<file path="src/rtl/fixed_point_sum_seq.sv">
`default_nettype none
// ============================================================================
// Module      : fixed_point_sum_seq
// Description : Buffers DEPTH signed fixed-point samples and reduces them to
//               one sum through an external single registered adder, feeding
//               each partial result back as the next A operand.
//               Optional macro FIXED_POINT_SUM_SEQ_MEAN_EN: SUM_OUT becomes
//               the arithmetic-shifted mean (DEPTH must be a power of two).
// Revision    : 1.0 - initial release
// ============================================================================
module fixed_point_sum_seq #(
    parameter int WIDTH     = 8,
    parameter int FRAC_BITS = 3,
    parameter int DEPTH     = 8
) (
    input  logic             CLK,
    input  logic             RSTN,
    input  logic [WIDTH-1:0] VALUE_IN,
    input  logic             VALID_IN,
    output logic             READY_OUT,
    output logic [WIDTH-1:0] ADD_A_OUT,
    output logic [WIDTH-1:0] ADD_B_OUT,
    output logic             ADD_VALID_OUT,
    input  logic [WIDTH-1:0] ADD_VALUE_IN,
    input  logic             ADD_VALID_IN,
    output logic [WIDTH-1:0] SUM_OUT,
    output logic             SUM_VALID_OUT
);

    localparam int IDX_W = (DEPTH > 1) ? $clog2(DEPTH) : 1;
    localparam logic [IDX_W-1:0] C_LAST_LOAD = IDX_W'(DEPTH - 1);
    localparam logic [IDX_W-1:0] C_LAST_OP   = IDX_W'(DEPTH - 2);

    typedef enum logic [2:0] {
        ST_IDLE  = 3'd0,
        ST_LOAD  = 3'd1,
        ST_ISSUE = 3'd2,
        ST_WAIT  = 3'd3,
        ST_DONE  = 3'd4
    } state_t;

    state_t           r_state;
    state_t           w_state_nxt;
    logic [WIDTH-1:0] r_buf [DEPTH];
    logic [IDX_W-1:0] r_load_idx;
    logic [IDX_W-1:0] r_issue_idx;
    logic [WIDTH-1:0] r_acc;
    logic [WIDTH-1:0] r_add_a;
    logic [WIDTH-1:0] r_add_b;
    logic [WIDTH-1:0] r_sum;
    logic [WIDTH-1:0] w_sum_nxt;
    logic [WIDTH-1:0] w_op_a;
    logic [WIDTH-1:0] w_op_b;
    logic [IDX_W-1:0] w_b_idx;
    logic             w_accept;
    logic             w_result;
    logic             w_last_op;

    if ((DEPTH < 2) || (FRAC_BITS >= WIDTH)) begin : g_param_check
        $error("fixed_point_sum_seq: DEPTH must be >= 2 and FRAC_BITS < WIDTH");
    end

`ifdef FIXED_POINT_SUM_SEQ_MEAN_EN
    localparam int C_SHIFT = $clog2(DEPTH);

    if ((DEPTH & (DEPTH - 1)) != 0) begin : g_mean_depth_check
        $error("fixed_point_sum_seq: mean mode requires power-of-two DEPTH");
    end

    logic signed [WIDTH-1:0] w_res_s;
    assign w_res_s   = $signed(ADD_VALUE_IN);
    assign w_sum_nxt = WIDTH'(w_res_s >>> C_SHIFT);
`else
    assign w_sum_nxt = ADD_VALUE_IN;
`endif

    assign w_accept  = (r_state == ST_LOAD) && VALID_IN;
    assign w_result  = (r_state == ST_WAIT) && ADD_VALID_IN;
    assign w_last_op = (r_issue_idx == C_LAST_OP);
    assign w_b_idx   = r_issue_idx + IDX_W'(1);
    // The first pair comes straight from the buffer; later ones reuse the partial sum.
    assign w_op_a    = (r_issue_idx == '0) ? r_buf[0] : r_acc;
    assign w_op_b    = r_buf[w_b_idx];

    always_comb begin
        w_state_nxt   = r_state;
        READY_OUT     = 1'b0;
        ADD_VALID_OUT = 1'b0;
        SUM_VALID_OUT = 1'b0;
        ADD_A_OUT     = r_add_a;
        ADD_B_OUT     = r_add_b;
        case (r_state)
            ST_IDLE: w_state_nxt = ST_LOAD;
            ST_LOAD: begin
                READY_OUT = 1'b1;
                if (VALID_IN && (r_load_idx == C_LAST_LOAD)) begin
                    w_state_nxt = ST_ISSUE;
                end
            end
            ST_ISSUE: begin
                ADD_VALID_OUT = 1'b1;
                ADD_A_OUT     = w_op_a;
                ADD_B_OUT     = w_op_b;
                w_state_nxt   = ST_WAIT;
            end
            ST_WAIT: begin
                if (ADD_VALID_IN) begin
                    w_state_nxt = w_last_op ? ST_DONE : ST_ISSUE;
                end
            end
            ST_DONE: begin
                SUM_VALID_OUT = 1'b1;
                w_state_nxt   = ST_LOAD;
            end
            default: w_state_nxt = ST_IDLE;
        endcase
    end

    assign SUM_OUT = r_sum;

    always_ff @(posedge CLK or negedge RSTN) begin
        if (!RSTN) begin
            r_state <= ST_IDLE;
        end else begin
            r_state <= w_state_nxt;
        end
    end

    always_ff @(posedge CLK or negedge RSTN) begin
        if (!RSTN) begin
            r_load_idx  <= '0;
            r_issue_idx <= '0;
            r_acc       <= '0;
            r_add_a     <= '0;
            r_add_b     <= '0;
            r_sum       <= '0;
        end else begin
            if (w_accept) begin
                r_load_idx <= (r_load_idx == C_LAST_LOAD) ? '0 : r_load_idx + IDX_W'(1);
            end
            if (r_state == ST_ISSUE) begin
                r_add_a <= w_op_a;
                r_add_b <= w_op_b;
            end
            if (w_result) begin
                r_acc <= ADD_VALUE_IN;
                if (w_last_op) begin
                    r_sum <= w_sum_nxt;
                end else begin
                    r_issue_idx <= r_issue_idx + IDX_W'(1);
                end
            end
            if (r_state == ST_DONE) begin
                r_load_idx  <= '0;
                r_issue_idx <= '0;
            end
        end
    end

    // Sample storage needs no reset: every entry is rewritten before it is read.
    always_ff @(posedge CLK) begin
        if (w_accept) begin
            r_buf[r_load_idx] <= VALUE_IN;
        end
    end

endmodule
`default_nettype wire

</file>
<file path="config.mk">
export PLATFORM = sky130hd
export DESIGN_NAME = fixed_point_sum_seq
export DESIGN_NICKNAME = d
export VERILOG_FILES = /design/src/rtl/fixed_point_sum_seq.sv
export SDC_FILE = /design/constraint.sdc
export NUM_CORES = 1
export LEC_CHECK = 0
export ABC_CLOCK_PERIOD_IN_PS = 2360
export BUFFER_PORTS_ARGS = -buffer_cell sky130_fd_sc_hd__buf_2
export CORE_MARGIN = 4
export CORE_UTILIZATION = 58
export DETAILED_ROUTE_END_ITERATION = 6
export PLACE_DENSITY = 0.79
export SLEW_MARGIN = 30
export SYNTH_ARGS = -nofsm -noshare
export SYNTH_HDL_FRONTEND = slang
export SYNTH_SLANG_ARGS = --single-unit
export TNS_END_PERCENT = 20
</file>
<file path="constraint.sdc">
create_clock -name CLK -period 2.36 [get_ports CLK]
set_clock_uncertainty 0.05 [all_clocks]
set_input_delay 0.118 -clock CLK [delete_from_list [all_inputs] [get_ports CLK]]
set_output_delay 0.118 -clock CLK [all_outputs]
set_load 0.005 [all_outputs]
</file>
==> results.toml <==
[worst_setup_path]
critPathBufInv = 1
cp_top_family = "flip-flops"
endpoint_kind = "output port"
rr_worst_depth = 6
crit_chain = "ha_1, xnor2_1, nand2_2, o22ai_1, o31ai_2, buf_2"
slowest_stage = "dfrtp_1"
crit_required_ps = 2190
cp.depth = 6
r2r-end = "SUM_OUT[6]"
arrival_ps = 2110
rrSetupSlack_ps = 450
worstSetupPathType = "reg2out"
crit_fanout = 8
cpPeakStageDelay_ps = 440
rr_startpoint = "r_issue_idx[0]"
start_kind = "flip-flop"

[detailed_routing]
via_per_inst = 5.577
dr.pass1.iters = 4
vias = 2705
drt_wl_total_mm = 8.870
routedWlPerCell_um = 18.29
antenna_left = 0
drtIter0Drc = 128
drcViolationCount = 0

[die]
std_cell_rows = 31
core_area_um2 = 7253
die_h_um = 94.28
num_io_pins = 47
fp.dieW_um = 94.28
fp.dieArea_um2 = 8889
start_util = 0.5953

[cells_and_area]
fin_nets = 406
fill_cells = 504
antennaDiodeCount = 0
layout_commonest_cell = "edfxtp_1"
fin_util = 0.7131
syn2layout_area_growth_pct = 19.79
most-common-layout-cells = "64 x edfxtp_1, 48 x nand2_1, 45 x buf_2"
fin_cells = 485
drive_above_1_share = 0.3549
final_area_um2 = 5172

[min_path]
hold-path-endpoint = "r_buf[4][4]"
worstHoldStart = "VALUE_IN[4]"
hold_path_depth = 1
hp-class = "in2reg"

[synthesis]
synthCells = 307
seq_area_frac_synth = 0.6827
ys_types = 30
synthTopCellsByArea = "edfxtp_1 45%, dfrtp_1 24%, mux2_2 10%"
synthesis.area_um2 = 4318
yosysWarnings = 0
avgSynthCellArea_um2 = 14.06
syn-num-nets = 332
synth_top_area_frac = 0.4451
ys_seq_elements = 105
yosysTopAreaCell = "edfxtp_1"

[clocking]
cts_tree = "done"
clk_path_buf_depth = 2
clk_latency_ps = 350
clk_pin_slew_ps = 100
cts_made_buffers = 9
cts.sinks = 105
cts-root-buf = "clkbuf_8"
htreeDepth = 3

[place]
gp_congestion = 0.7793
io_buffers = 46
dpl.hpwl_mm = 5.677
place_area_um2 = 4715
dp.cells = 451

[outcome]
status = "finished, final reports clean"

[run]
maxCapViolCount = 0

[power]
powerDensity_nw_per_um2 = 1231
power_w = 0.006369
p_leak_nw = 2.116
vdd.ir_drop.worst_uv = 716.1

[sta]
fmax_ghz = 0.4383
rsz0062_at_grt = "true"
finalCritPeriodShare = 0.9668
max_slew.worst_pin.slew_ps = 551.9
relSlewSlack = 0.6321
finalHoldViolations = 0
fin_crit_ps = 2282
finalSetupViolCount = 0
hold_slack_ps = 26.07
report.final.slew_viol_count = 0

[global_routing]
grt_antenna_before_repair = 0
grt_max_degree = 42
grt_pass1_wl_mm = 14.12
grt_usage = 0.2129
grt_pass1_vias = 2870
overflow = 0
routing by layer:
metal,global-route usage,vias to the layer above,share of wire
met5,0,-,0
met4,0.06137,0,0.014
met3,0.05288,10,0.047
met2,0.3824,68,0.54
met1,0.2522,1359,0.40
li1,-,1268,-
timing repair:
action | 4_1_cts | 5_1_grt
setup buffers | 2 | 0
hold buffers | 14 | 1
setup endpoints to repair | 16 | 13
pin swaps | 2 | 4
hold endpoints to repair | 95 | 2
resized for setup | 11 | 12
gates cloned | 1 | 0
report_power, final:
group	internal [W]	switching, W
clock	0.000386	0.000587
sequential	0.00237	0.000241
combinational	0.00136	0.00142
total	0.00412	0.00225
worst max path at each step:
stage / start / endpoint / slack, ps
final: r_issue_idx[1] / ADD_B_OUT[3] / 80
after global routing: r_issue_idx[1] / ADD_B_OUT[3] / -30
after CTS: r_issue_idx[1] / ADD_B_OUT[1] / 3
after detailed placement: r_issue_idx[0] / ADD_A_OUT[3] / 60
after global placement: r_issue_idx[0] / ADD_A_OUT[2] / 240
after floorplan: r_state[1] / r_buf[0][0] / 270
layout make-up:
class	count	area (µm²)	share of cell area
Clock buffer	10	127.6	0.02467
Clock inverter	6	42.54	0.008224
Inverter	9	33.78	0.006531
Multi-Input combinational cell	180	1353	0.2615
Sequential cell	105	2948	0.5699
Tap cell	99	123.9	0.02395
Timing Repair Buffer	76	544.3	0.1052
Yosys cell counts:
cell,count
edfxtp_1,64
nand2_1,52
dfrtp_1,41
mux2_2,40
o22ai_1,19
buf_2,10
nor2_1,10
o21ai_0,10
mux2i_1,9
inv_1,8
o31ai_1,8
ha_1,5
nor3_1,5
a21oi_1,3
buf_4,3
nand2b_1,3
a22oi_1,2
or3_1,2
xnor2_1,2
a21o_1,1
clkinv_1,1
nand3b_4,1
nand4_1,1
nand4b_1,1
nor2_4,1
nor2b_1,1
nor3b_1,1
nor4bb_1,1
o31a_1,1
xor2_1,1
logic make-up after synthesis:
family / Yosys count / synth area share
muxes: 49 / 0.1252
and+or+nand+nor: 79 / 0.08317
buffers and inverters: 22 / 0.02463
adders and majority gates: 5 / 0.01449
xor gates and xnor gates: 3 / 0.006086
DFF: 105 / 0.6827
AOI/OAI and AO/OA: 44 / 0.06375
state kept, by name, summed over array words and instances, names as in the netlist:
| name | flops |
|---|---|
| r_add_a | 8 |
| r_add_b | 8 |
| r_issue_idx | 3 |
| r_load_idx | 3 |
| SUM_OUT | 8 |
| r_acc | 8 |
| r_state | 3 |
| r_buf | 64 |
through the flow:
stage / TNS, ps / setup slack, ps
2_1_floorplan: 0 / 273.1
5_1_grt: -142.2 / -29.25
4_1_cts: 0 / 3.293
3_5_place_dp: 0 / 64.79
6_report: 0 / 78.43
3_3_place_gp: 0 / 235.2
(Power assumes the default switching activity.)
